<file path="config.mk">
export PLATFORM = sky130hd
export DESIGN_NAME = load_store_unit_flat
export DESIGN_NICKNAME = d
export VERILOG_FILES = /design/src/rtl/load_store_unit_if.sv /design/src/rtl/load_store_unit.sv /design/src/flat_wrapper.sv
export SDC_FILE = /design/constraint.sdc
export NUM_CORES = 1
export LEC_CHECK = 0
export BUFFER_PORTS_ARGS = -buffer_cell sky130_fd_sc_hd__buf_4
export CORE_MARGIN = 1
export CORE_UTILIZATION = 50
export DETAILED_ROUTE_END_ITERATION = 7
export PLACE_DENSITY = 0.82
export REMOVE_ABC_BUFFERS = 1
export SLEW_MARGIN = 5
export SYNTH_ARGS = -nofsm -noshare
export SYNTH_HDL_FRONTEND = slang
export SYNTH_SLANG_ARGS = --single-unit
</file>
<file path="constraint.sdc">
create_clock -name clk -period 2.2 [get_ports clk]
set_clock_uncertainty 0.15 [all_clocks]
set_input_delay 0.66 -clock clk [delete_from_list [all_inputs] [get_ports clk]]
set_output_delay 0.66 -clock clk [all_outputs]
set_load 0.02 [all_outputs]
</file>
<file path="src/rtl/load_store_unit_if.sv">
// Request/response and data-memory signal bundle for load_store_unit.
// The LSU_STATS_EN build adds the three statistics counters.
interface load_store_unit_if #(
  parameter int unsigned ADDR_W = 32
);
  logic              reqValid;
  logic              reqReady;
  logic              reqWrite;
  logic [1:0]        reqSize;
  logic              reqSigned;
  logic [ADDR_W-1:0] reqAddr;
  logic [31:0]       reqWdata;
  logic              respValid;
  logic [31:0]       respRdata;
  logic              respError;
  logic [31:0]       memAddress;
  logic [31:0]       memWriteData;
  logic              memRead;
  logic              memWrite;
  logic [31:0]       memReadData;
`ifdef LSU_STATS_EN
  logic [31:0]       loadCount;
  logic [31:0]       storeCount;
  logic [31:0]       errCount;

  modport master (
    output reqValid, reqWrite, reqSize, reqSigned, reqAddr, reqWdata, memReadData,
    input  reqReady, respValid, respRdata, respError,
           memAddress, memWriteData, memRead, memWrite,
           loadCount, storeCount, errCount
  );
  modport slave (
    input  reqValid, reqWrite, reqSize, reqSigned, reqAddr, reqWdata, memReadData,
    output reqReady, respValid, respRdata, respError,
           memAddress, memWriteData, memRead, memWrite,
           loadCount, storeCount, errCount
  );
`else
  modport master (
    output reqValid, reqWrite, reqSize, reqSigned, reqAddr, reqWdata, memReadData,
    input  reqReady, respValid, respRdata, respError,
           memAddress, memWriteData, memRead, memWrite
  );
  modport slave (
    input  reqValid, reqWrite, reqSize, reqSigned, reqAddr, reqWdata, memReadData,
    output reqReady, respValid, respRdata, respError,
           memAddress, memWriteData, memRead, memWrite
  );
`endif
endinterface

</file>
<file path="src/rtl/load_store_unit.sv">
// Load/store unit: byte/halfword/word accesses to a word-indexed data memory,
// sub-word stores via read-modify-write. Define LSU_STATS_EN for completion counters.
module load_store_unit #(
  parameter int unsigned ADDR_W         = 32,
  parameter int unsigned MISALIGN_CHECK = 1
) (
  input  logic               clk,
  input  logic               rst_n,
  load_store_unit_if.slave   bus
);

  localparam logic [1:0] SZ_B = 2'b00;
  localparam logic [1:0] SZ_H = 2'b01;
  localparam logic [1:0] SZ_W = 2'b10;

  typedef enum logic [1:0] {IDLE, READ, WRITE, DONE} state_e;

  state_e      state_q,     state_d;
  logic        write_q,     write_d;
  logic [1:0]  size_q,      size_d;
  logic        signed_q,    signed_d;
  logic [1:0]  lane_q,      lane_d;
  logic [15:0] wdata_q,     wdata_d;
  logic [31:0] mem_addr_q,  mem_addr_d;
  logic [31:0] mem_wdata_q, mem_wdata_d;
  logic [31:0] rdata_q,     rdata_d;
  logic        err_q,       err_d;

  logic [1:0]  lane_in;
  logic        misaligned;
  logic        req_err;

  // Extract the addressed lane from a memory word and extend it to 32 bits.
  function automatic logic [31:0] extract(input logic [31:0] w, input logic [1:0] lane,
                                          input logic [1:0] sz, input logic sg);
    logic [7:0]  b;
    logic [15:0] h;
    case (lane)
      2'd0:    b = w[7:0];
      2'd1:    b = w[15:8];
      2'd2:    b = w[23:16];
      default: b = w[31:24];
    endcase
    h = lane[1] ? w[31:16] : w[15:0];
    case (sz)
      SZ_B:    extract = {{24{sg & b[7]}}, b};
      SZ_H:    extract = {{16{sg & h[15]}}, h};
      default: extract = w;
    endcase
  endfunction

  // Replace only the addressed byte/halfword lane of the old word.
  function automatic logic [31:0] merge(input logic [31:0] w, input logic [1:0] lane,
                                        input logic [1:0] sz, input logic [15:0] d);
    merge = w;
    if (sz == SZ_H) begin
      if (lane[1]) merge[31:16] = d;
      else         merge[15:0]  = d;
    end else begin
      case (lane)
        2'd0:    merge[7:0]   = d[7:0];
        2'd1:    merge[15:8]  = d[7:0];
        2'd2:    merge[23:16] = d[7:0];
        default: merge[31:24] = d[7:0];
      endcase
    end
  endfunction

  // Alignment classification; without checking, low bits are forced to alignment.
  always_comb begin
    lane_in    = bus.reqAddr[1:0];
    misaligned = ((bus.reqSize == SZ_H) && lane_in[0]) ||
                 ((bus.reqSize == SZ_W) && (lane_in != 2'b00));
    if (MISALIGN_CHECK == 0) begin
      if (bus.reqSize == SZ_H) lane_in[0] = 1'b0;
      if (bus.reqSize == SZ_W) lane_in    = 2'b00;
    end
    req_err = (bus.reqSize == 2'b11) || ((MISALIGN_CHECK != 0) && misaligned);
  end

  // Next-state and datapath update.
  always_comb begin
    state_d     = state_q;
    write_d     = write_q;
    size_d      = size_q;
    signed_d    = signed_q;
    lane_d      = lane_q;
    wdata_d     = wdata_q;
    mem_addr_d  = mem_addr_q;
    mem_wdata_d = mem_wdata_q;
    rdata_d     = rdata_q;
    err_d       = err_q;
    case (state_q)
      IDLE: begin
        if (bus.reqValid) begin
          write_d    = bus.reqWrite;
          size_d     = bus.reqSize;
          signed_d   = bus.reqSigned;
          lane_d     = lane_in;
          wdata_d    = bus.reqWdata[15:0];
          mem_addr_d = 32'(bus.reqAddr[ADDR_W-1:2]);
          if (req_err) begin
            err_d   = 1'b1;
            state_d = DONE;
          end else if (bus.reqWrite && (bus.reqSize == SZ_W)) begin
            mem_wdata_d = bus.reqWdata;
            state_d     = WRITE;
          end else begin
            state_d = READ;
          end
        end
      end
      READ: begin
        if (write_q) begin
          mem_wdata_d = merge(bus.memReadData, lane_q, size_q, wdata_q);
          state_d     = WRITE;
        end else begin
          rdata_d = extract(bus.memReadData, lane_q, size_q, signed_q);
          state_d = DONE;
        end
      end
      WRITE: state_d = DONE;
      DONE: begin
        state_d = IDLE;
        rdata_d = '0;
        err_d   = 1'b0;
      end
      default: state_d = IDLE;
    endcase
  end

  always_ff @(posedge clk or negedge rst_n) begin
    if (!rst_n) begin
      state_q     <= IDLE;
      write_q     <= 1'b0;
      size_q      <= 2'b00;
      signed_q    <= 1'b0;
      lane_q      <= 2'b00;
      wdata_q     <= '0;
      mem_addr_q  <= '0;
      mem_wdata_q <= '0;
      rdata_q     <= '0;
      err_q       <= 1'b0;
    end else begin
      state_q     <= state_d;
      write_q     <= write_d;
      size_q      <= size_d;
      signed_q    <= signed_d;
      lane_q      <= lane_d;
      wdata_q     <= wdata_d;
      mem_addr_q  <= mem_addr_d;
      mem_wdata_q <= mem_wdata_d;
      rdata_q     <= rdata_d;
      err_q       <= err_d;
    end
  end

  // Strobes decode the state register so reset drops them at once.
  assign bus.reqReady     = (state_q == IDLE);
  assign bus.memRead      = (state_q == READ);
  assign bus.memWrite     = (state_q == WRITE);
  assign bus.respValid    = (state_q == DONE);
  assign bus.respRdata    = rdata_q;
  assign bus.respError    = err_q;
  assign bus.memAddress   = mem_addr_q;
  assign bus.memWriteData = mem_wdata_q;

`ifdef LSU_STATS_EN
  logic [31:0] load_cnt_q, store_cnt_q, err_cnt_q;

  // Saturating completion counters, bumped at the end of DONE.
  always_ff @(posedge clk or negedge rst_n) begin
    if (!rst_n) begin
      load_cnt_q  <= '0;
      store_cnt_q <= '0;
      err_cnt_q   <= '0;
    end else if (state_q == DONE) begin
      if (err_q) begin
        if (err_cnt_q != 32'hFFFF_FFFF) err_cnt_q <= err_cnt_q + 32'd1;
      end else if (write_q) begin
        if (store_cnt_q != 32'hFFFF_FFFF) store_cnt_q <= store_cnt_q + 32'd1;
      end else begin
        if (load_cnt_q != 32'hFFFF_FFFF) load_cnt_q <= load_cnt_q + 32'd1;
      end
    end
  end

  assign bus.loadCount  = load_cnt_q;
  assign bus.storeCount = store_cnt_q;
  assign bus.errCount   = err_cnt_q;
`endif

endmodule

</file>
<file path="src/flat_wrapper.sv">
// flat-port wrapper written by rule: the top's interface ports become plain ports
module load_store_unit_flat 
#(
  parameter int unsigned ADDR_W         = 32,
  parameter int unsigned MISALIGN_CHECK = 1
)
  (clk, rst_n, bus_reqValid, bus_reqWrite, bus_reqSize, bus_reqSigned, bus_reqAddr, bus_reqWdata, bus_memReadData, bus_reqReady, bus_respValid, bus_respRdata, bus_respError, bus_memAddress, bus_memWriteData, bus_memRead, bus_memWrite);
  load_store_unit_if #(.ADDR_W(ADDR_W)) bus_i ();
  input  logic clk;
  input  logic rst_n;
  input wire logic [$bits(bus_i.reqValid)-1:0] bus_reqValid;
  input wire logic [$bits(bus_i.reqWrite)-1:0] bus_reqWrite;
  input wire logic [$bits(bus_i.reqSize)-1:0] bus_reqSize;
  input wire logic [$bits(bus_i.reqSigned)-1:0] bus_reqSigned;
  input wire logic [$bits(bus_i.reqAddr)-1:0] bus_reqAddr;
  input wire logic [$bits(bus_i.reqWdata)-1:0] bus_reqWdata;
  input wire logic [$bits(bus_i.memReadData)-1:0] bus_memReadData;
  output wire logic [$bits(bus_i.reqReady)-1:0] bus_reqReady;
  output wire logic [$bits(bus_i.respValid)-1:0] bus_respValid;
  output wire logic [$bits(bus_i.respRdata)-1:0] bus_respRdata;
  output wire logic [$bits(bus_i.respError)-1:0] bus_respError;
  output wire logic [$bits(bus_i.memAddress)-1:0] bus_memAddress;
  output wire logic [$bits(bus_i.memWriteData)-1:0] bus_memWriteData;
  output wire logic [$bits(bus_i.memRead)-1:0] bus_memRead;
  output wire logic [$bits(bus_i.memWrite)-1:0] bus_memWrite;
  assign bus_i.reqValid = bus_reqValid;
  assign bus_i.reqWrite = bus_reqWrite;
  assign bus_i.reqSize = bus_reqSize;
  assign bus_i.reqSigned = bus_reqSigned;
  assign bus_i.reqAddr = bus_reqAddr;
  assign bus_i.reqWdata = bus_reqWdata;
  assign bus_i.memReadData = bus_memReadData;
  assign bus_reqReady = bus_i.reqReady;
  assign bus_respValid = bus_i.respValid;
  assign bus_respRdata = bus_i.respRdata;
  assign bus_respError = bus_i.respError;
  assign bus_memAddress = bus_i.memAddress;
  assign bus_memWriteData = bus_i.memWriteData;
  assign bus_memRead = bus_i.memRead;
  assign bus_memWrite = bus_i.memWrite;
  load_store_unit #(.ADDR_W(ADDR_W), .MISALIGN_CHECK(MISALIGN_CHECK)) u_core (.clk(clk), .rst_n(rst_n), .bus(bus_i));
endmodule
</file>
; After elaboration in Yosys (flattened, before gate mapping)
; Cells that the tools add are included.
; W data, S select, Z words.
[word_totals]
ff_bits = 119
latch_bits = 0
mem_bits_rw = 0
mem_bits_ro = 0
inputBits = 103
output_inout_bits = 101
elab_cells = 71
n_memories = 0
[classes]
addsub = 0
n_mul = 0
div = 0
n_lt_le_gt_ge = 0
eq_ne = 15
n_shift = 0
mux = 27
bitwise = 2
n_reduce_logical = 17
[op_table]
columns = op, count
row1 = $mux W32, 6
row2 = $pmux W32 S2, 3
row3 = $mux W16, 3
row4 = $mux W8, 6
row5 = $pmux W8 S3, 1
row6 = $eq A2 B2 Y1 const B, 5
row7 = $eq A2 B1 Y1 const B, 4
row8 = $pmux W2 S4, 1
row9 = $reduce_bool A2 Y1, 4
row10 = $logic_not A2 Y1, 3
row11 = $mux W2, 3
row12 = $ne A2 B1 Y1 const B, 3
row13 = $ne A2 B2 Y1 const B, 3
row14 = $reduce_and A5 Y1, 1
row15 = $reduce_and A2 Y1, 2
row16 = $logic_and A1 B1 Y1, 3
row17 = $mux W1, 3
row18 = $reduce_and A3 Y1, 1
row19 = $reduce_or A3 Y1, 1
row20 = $and A1 B1 Y1, 2
row21 = $logic_or A1 B1 Y1, 2
row22 = $pmux W1 S2, 1

; Depth between registers and ports, before layout
; Gate-level depths: netlist (run 1).
[logic_depth]
ltp_word = 8
depth_mapped = 8
mapped_depth_nobuf = 6

; Worst setup path before layout (run 1)
; No wires, ideal clock.
[synth_path]
kind = reg2reg
from = register u_core.state_q[0]
to = register u_core.mem_wdata_q[10], in the netlist u_core.bus.memWriteData[10]
setup_ns = 0.080
arrival_time_ns = 1.898
t_required_ns = 1.970
setup_slack_ns = 0.072
path_stages_with_launch = 8
path_buffers = 2
path_cell_list = dfrtp_1 > inv_1 > ha_1 > clkbuf_1 > nand2_1 > a211oi_4 > buf_6 > mux2i_1
[synth_between]
elab_chain_cells = 3
word_cells_on_any_way = 9
classes_between = eq/ne: 5 / mux: 1 / reduce/logical: 3
[synth_lines]
columns = element, line
row1 = start: declaration, load_store_unit.sv:18  ; state_e state_q, state_d;
row2 = start signal: assignment, load_store_unit.sv:145  ; state_q <= state_d;
row3 = $logic_not A2 Y1 (*), -
row4 = via bus_reqReady, flat_wrapper.sv:18  ; output wire logic [$bits(bus_i.reqReady)-1:0] bus_reqReady;
row5 = "$ne A2 B2 Y1 (no source line), or another cell as far along", -
row6 = $reduce_and A5 Y1 (no source line), -
row7 = end signal: assignment, load_store_unit.sv:152  ; mem_wdata_q <= mem_wdata_d;
row8 = end: declaration, load_store_unit.sv:25  ; logic [31:0] mem_wdata_q, mem_wdata_d;
; The timed path passes the listed nets; every way through them passes the cells marked *.
; A chain may end at the register's enable or synchronous reset.

; Final worst setup path (run 1)
[layout_path]
from = register u_core.state_q[0]
to = output bus_reqReady
[layout_between]
elab_chain_cells = 1
[layout_lines]
columns = element, line
row1 = $logic_not A2 Y1, load_store_unit.sv:159  ; assign bus.reqReady = (state_q == IDLE);
row2 = end: declaration, flat_wrapper.sv:18
; No other way between the ends.

==> key figures, run 1 <==
Status
  • Status: finished, violations left
  • Failing checks: setup timing

Timing
  • RSZ-0062 raised after global routing: yes
  • Final hold vios: 0
  • Slew margin rel.: 0.479
  • Clock period minus worst slack: between 2000 and 2500 ps
  • Fmax: around 450 MHz
  • Crit share post-route: 1.00
  • Setup violations, final: 1
  • Slew Viols, Final: 0
  • Slew @ Worst Pin: approximately 780 ps
  • Final hold slack: around 26 ps
  • Final WS setup: -3.12 ps

Yosys
  • Top post-synthesis cells by count: dfrtp_1, mux2_1, nand2_1
  • Number of synthesized flops with an enable pin: 0
  • Register area share after synthesis: 0.512
  • Synth top area cells: dfrtp_1, mux2_1, mux2i_1, a222oi_1, nand2_1
  • Leading cell type by number of instances after synthesis: dfrtp_1
  • Avg Synthesized Cell Area: around 11 um^2
  • Netlist area before placement: between 5000 and 6000 um^2
  • Main synth FF type: dfrtp_1
  • Ys async rst share: 1.00
  • Synth warn: 0
  • Cell variety after synth: 44
  • Share of the synthesized area in the top cell type: 0.512
  • Synth Instances: between 500 and 600
  • Cell taking the most area after synthesis: dfrtp_1
  • Number of synthesized register bits: about 120

Clock tree
  • Clk_lat worst skew: a little over 400 ps
  • CTS buffer count: 17
  • Number of clock sinks: around 120
  • Root Buffer: clkbuf_16
  • CTS Buffer Depth: 2
  • TritonCTS clock tree: built
  • Post-CTS Hold Buffers: 0
  • Post-CTS Repair Setup Buffers: 0
  • Reg clk slew, reported paths: 50 ps
  • CTS H-tree lvls: 4

Global routing
  • Antenna violations before repair: 0
  • Vias in the first global route: roughly 5200
  • First-pass GRT wire length: roughly 27000 um
  • All-Layer GR Usage: 0.303
  • Overflow after GRT: 0
  • Largest net degree at the start of global routing: 35

Drt
  • Via count: ~5200
  • Drc violations: 0
  • DR pass1 iterations: 8
  • Final ANT Viol Nets: 0
  • DRT iter0 DRCs: between 500 and 600
  • Vias/cell: roughly 6.0
  • Drt wl/cell: between 20 and 25 um
  • Post-Route WL: ~18000 um

Power and ir drop
  • Clock power share: 0.200
  • Register share of total power: 0.290
  • Leakage Power: approximately 0.0039 uW
  • Sw Share: 0.412
  • Pwr/cell area: around 1700 nW/um^2
  • Peak supply drop: between 0.9 and 1 mV
  • Net Sw Power: ~5600 uW
  • Final Power: ~14000 uW
  • Internal Power: between 8000 and 9000 uW
  • Logic pwr share: 0.510

Setup path
  • Worst R2R Start: u_core.state_q[1]
  • Critical path type: flip-flop to output port
  • Startpoint Class: flip-flop
  • Worst endpoint required time: between 1000 and 1500 ps
  • Reg2Reg Setup Slack: roughly 130 ps
  • Worst setup path startpoint: u_core.state_q[0]
  • Worst Reg-to-Reg Cells: 6
  • Crit path DAT: 1390 ps
  • Critical Path Sink Type: output port
  • CP max FO: 9
  • Reg2reg end: u_core.bus.memWriteData[9]

Place
  • Placed cell count: 843
  • # port buffers: around 200
  • Final GP Congestion: 0.920
  • Place WS: -80.2 ps
  • Dpl hpwl: roughly 13000 um

Flow run
  • Max_cap viols: 0

Layout
  • Post-Layout Cell Count: between 800 and 900
  • Ant. Diodes: 0
  • Core Util, Final: 0.720
  • Final net count: ~830
  • Layout cells sized above 1: 0.377
  • Area added between synthesis and finish: 40.7%

Die
  • FP Rows: 39
  • Core Region: 11400 um^2
  • Initial Utilization: 0.512
  • IO Count: roughly 200
  • Horiz. Die Dim: between 100 and 150 um
  • Die ar.: 12100 um^2
  • Die height: around 110 um

Hold path
  • Hold Path Class: input pin to asynchronous set/reset pin
power groups by stage:
| stage | clock network (uW) | logic, uW | registers, uW |
|---|---|---|---|
| final | 2740 | 6980 | 3960 |
| after detailed placement | 0 | 6860 | 3950 |
| after global routing | 2860 | 7470 | 4080 |
| after floorplan | 0 | 2990 | 4890 |
| after global placement | 0 | 6630 | 3910 |
| after CTS | 2770 | 6910 | 3940 |
worst max-delay path by stage:
stage | slack [ps] | cells after the start | end
floorplan | -970 | 6 | u_core.bus.respError
detailed placement | -80 | 6 | u_core.bus.memWriteData[15]
global route | -60 | 3 | bus_memRead
global placement | -4 | 6 | u_core.bus.memWriteData[21]
finish | -3 | 3 | bus_reqReady
CTS | -10 | 3 | bus_reqReady
layer usage:
layer / routed length [um] / vias up / GRT usage / share of wire
li1: - / 2313 / - / -
met3: 1720 / 34 / 0.0842 / 0.097
met1: 7120 / 2557 / 0.380 / 0.40
met4: 339 / 0 / 0.130 / 0.019
met2: 8610 / 310 / 0.491 / 0.48
met5: 0 / - / 0 / 0
state kept, by name (all words and copies together), names as in the netlist:
name / cells
u_core.bus.memWriteData: 32
u_core.bus.respRdata: 32
u_core.bus.memAddress: 30
u_core.wdata_q: 16
u_core.lane_q: 2
u_core.size_q: 2
u_core.state_q: 2
u_core.bus.respError: 1
u_core.signed_q: 1
u_core.write_q: 1
through the flow:
step	setup TNS, ps	area [um^2]
global route	-122	8190
finish	-3.12	8190
floorplan	-79860	5630
CTS	-23.1	8160
detailed placement	-1420	7560
global placement	-39.9	7560
critical path: stages, from the launching register on:
cell	delay, ps
dfrtp_1	400
inv_1	120
ha_2	290
buf_4	170
repair_timing:
item | CTS | global route
gates resized for setup | 3 | 4
gates cloned | 0 | 0
endpoints found under the setup margin | 9 | 19
cell type report:
type                    instances  area [um^2]
fillers                       802         3180
flip-flops and latches        119         2980
multi-input cells             318         2550
repair buffers                225         1750
clock buffers                  23          488
well taps                     143          179
inverters                      38          143
clock inverters                 9         97.6
cell families (layout without fill, tap and decap cells):
| kind of cell | count (synthesis) | count (layout) | synth area share |
|---|---|---|---|
| AO/OA/AOI/OAI | 131 | 131 | 0.175 |
| buffers and inverters | 76 | 295 | 0.0580 |
| AND/OR/NAND/NOR | 89 | 89 | 0.0765 |
| flip-flops | 119 | 119 | 0.512 |
| adder cells (fa/ha/maj) | 4 | 4 | 0.00860 |
| multiplexers | 92 | 92 | 0.169 |
| other | 1 | 2 | 0.000644 |
cells in the final DEF, fill, tap and decap left out, drive strengths merged, types with 2 or more instances in the layout:
master and instances:
and2 9, mux2 50, nor2 8, buf 225, conb 2, and2b 2, nand3b 9, nand2 43
dfrtp 119, nor3 2, nor2b 4, mux2i 42, bufinv 2, a222oi 33, ha 4, nand2b 5
o31ai 2, clkbuf 23, clkinv 6, a311o 6, or3 6, a221o 16, a21oi 18, a22o 2
inv 38, o21ai 42
Power figures use the tool's default switching activity.
==> inputs of run 2 (changes only) <==
MAX_ROUTING_LAYER = met4   (was not set)
==> run 2 against run 1 <==
Net effect: the flow finishes with violations (DRC, setup timing); critical path depth is the same; sequential cell count stayed put; wire length down 0.10%; utilization increased by 0.25 points; sequential power hardly changed; cell count down 0.34%; clock-buffer cell count unchanged; non-clock buffer count down 3; critical path type unchanged; largest power group unchanged; highest routed layer unchanged.
==> key figures, run 2 (synthesis gave the netlist of run 1 again) <==
Clock tree
  • Post-CTS Hold Buffers: 0
  • Reg clk slew, reported paths: approximately 50 ps
  • CTS Buffer Depth: 2
  • Number of clock sinks: approximately 120
  • TritonCTS clock tree: built
  • Root Buffer: clkbuf_16
  • CTS buffer count: 17
  • CTS H-tree lvls: 4
  • Clk_lat worst skew: ~410 ps

Status
  • Failing checks: DRC, setup timing
  • Status: finished, violations left

Place
  • DP Area: 7540 um^2
  • # port buffers: 201
  • Final GP Congestion: 0.902
  • Dpl hpwl: roughly 13000 um

Timing
  • Slew Viols, Final: 0
  • Fmax: roughly 450 MHz
  • Clock period minus worst slack: around 2200 ps
  • Final hold slack: about 95 ps
  • Final WS setup: -19.0 ps
  • Setup violations, final: 2
  • Slew margin rel.: 0.525
  • Final hold vios: 0
  • RSZ-0062 raised after global routing: yes
  • Slew @ Worst Pin: just over 700 ps
  • Crit share post-route: 1.01

Global routing
  • Antenna violations before repair: 0
  • Overflow after GRT: 0
  • First-pass GRT wire length: 27600 um
  • Vias in the first global route: about 5300
  • All-Layer GR Usage: 0.318
  • Largest net degree at the start of global routing: 65

Drt
  • DRT iter0 DRCs: between 500 and 600
  • Vias/cell: roughly 6
  • Drc violations: 16
  • Drt wl/cell: 20.4 um
  • Via count: ~5200
  • Post-Route WL: 17800 um
  • Final ANT Viol Nets: 0
  • DR pass1 iterations: 8

Layout
  • Final net count: a little over 800
  • Core Util, Final: 0.723
  • Most common cell after layout, fill and taps aside: buf_4
  • Multi-input gate area: 2550 um^2
  • Commonest non-fill, non-tap cells in the layout: buf_4, dfrtp_1, mux2_1
  • Ant. Diodes: 0
  • FF+latch area: around 3000 um^2
  • Final instance area: 8220 um^2
  • Area added between synthesis and finish: 41.2%
  • Fill count: 786
  • Layout cells sized above 1: 0.376

Power and ir drop
  • Internal Power: between 8000 and 9000 uW
  • Net Sw Power: 5620 uW
  • Final Power: 13900 uW
  • Peak supply drop: between 0.9 and 1 mV
  • Pwr/cell area: around 1700 nW/um^2
  • Sw Share: 0.404
  • Clock power share: 0.213
  • Logic pwr share: 0.503
  • Leakage Power: around 0.0039 uW
  • Register share of total power: 0.284

Setup path
  • Reg2reg end: u_core.bus.memWriteData[22]
  • Critical Path Sink Type: output port
  • Critical path type: flip-flop to output port
  • CP max FO: 9
  • Worst Reg-to-Reg Cells: 7
  • Reg2Reg Setup Slack: 120 ps
  • Startpoint Class: flip-flop
  • Worst R2R Start: u_core.state_q[1]
  • Crit path DAT: ~1400 ps
  • Worst endpoint required time: 1390 ps

Die
  • FP Rows: 39
  • IO Count: 204
  • Core Region: 11400 um^2
  • Horiz. Die Dim: between 100 and 150 um
  • Initial Utilization: 0.512
  • Die ar.: between 10000 and 15000 um^2
  • Die height: roughly 110 um

Hold path
  • Hold Path Class: input pin to asynchronous set/reset pin

Flow run
  • Max_cap viols: 0
## run 2: cell count changes in the layout (fill, tap and decap cells not counted)
cell / previous run / this run
buf_6: 0 / 1
o21ai_4: 1 / 0
nor2_1: 7 / 6
nor2_4: 0 / 1
buf_4: 220 / 216
bufinv_16: 2 / 4
clkinv_2: 6 / 5
o21ai_2: 1 / 2
clkinvlp_4: 1 / 0
## run 2: per-layer routing
layer | vias to the layer above | global-route usage | wire length, um
li1 | 2297 | - | -
met4 | 0 | 0.110 | 556
met2 | 328 | 0.500 | 8450
met5 | - | - | 0
met1 | 2522 | 0.395 | 6990
met3 | 54 | 0.0883 | 1770
## run 2: what timing repair did
action	CTS	global route
resized for setup	4	5
pin swaps	0	0
buffers inserted	0	0
setup endpoints to repair	12	34
## run 2: worst max-delay path by stage
stage                 startpoint                           to  slack, ps
6_report       u_core.state_q[0]                 bus_reqReady        -20
5_1_grt        u_core.state_q[0]                 bus_reqReady        -80
4_1_cts        u_core.state_q[0]                 bus_reqReady        -30
3_5_place_dp   u_core.state_q[1]   u_core.bus.memWriteData[8]        -80
3_3_place_gp      bus_reqSize[0]  u_core.bus.memWriteData[25]        0.3
2_1_floorplan  u_core.state_q[0]         u_core.bus.respError       -970
## run 2: critical path, cell delays in order, from the launching register on
cell and delay [ps]:
dfrtp_1 400, inv_1 120, ha_2 290, buf_4 180
## run 2: layout make-up
cell class | instances | share of cell area
sequential | 119 | 0.362
clock inverter | 9 | 0.0177
tap | 143 | 0.0218
timing repair buffer | 222 | 0.211
inverter | 38 | 0.0174
clock buffer | 23 | 0.0594
multi-input combinational | 318 | 0.310
## run 2: per-stage QoR
stage	setup WS, ps	setup TNS (ps)	cells
after floorplan	-968	-79860	475
after global placement	0.312	0	840
after detailed placement	-81.1	-1330	840
after CTS	-25.1	-38.8	872
after global routing	-76.8	-313	872
final	-19.0	-19.7	872
## run 2: power by group through the flow
stage	logic (uW)	clock network, uW	registers (uW)
2_1_floorplan	2990	0	4890
3_3_place_gp	6640	0	3900
3_5_place_dp	6840	0	3950
4_1_cts	6920	2980	3950
5_1_grt	7520	3110	4080
6_report	6990	2960	3950
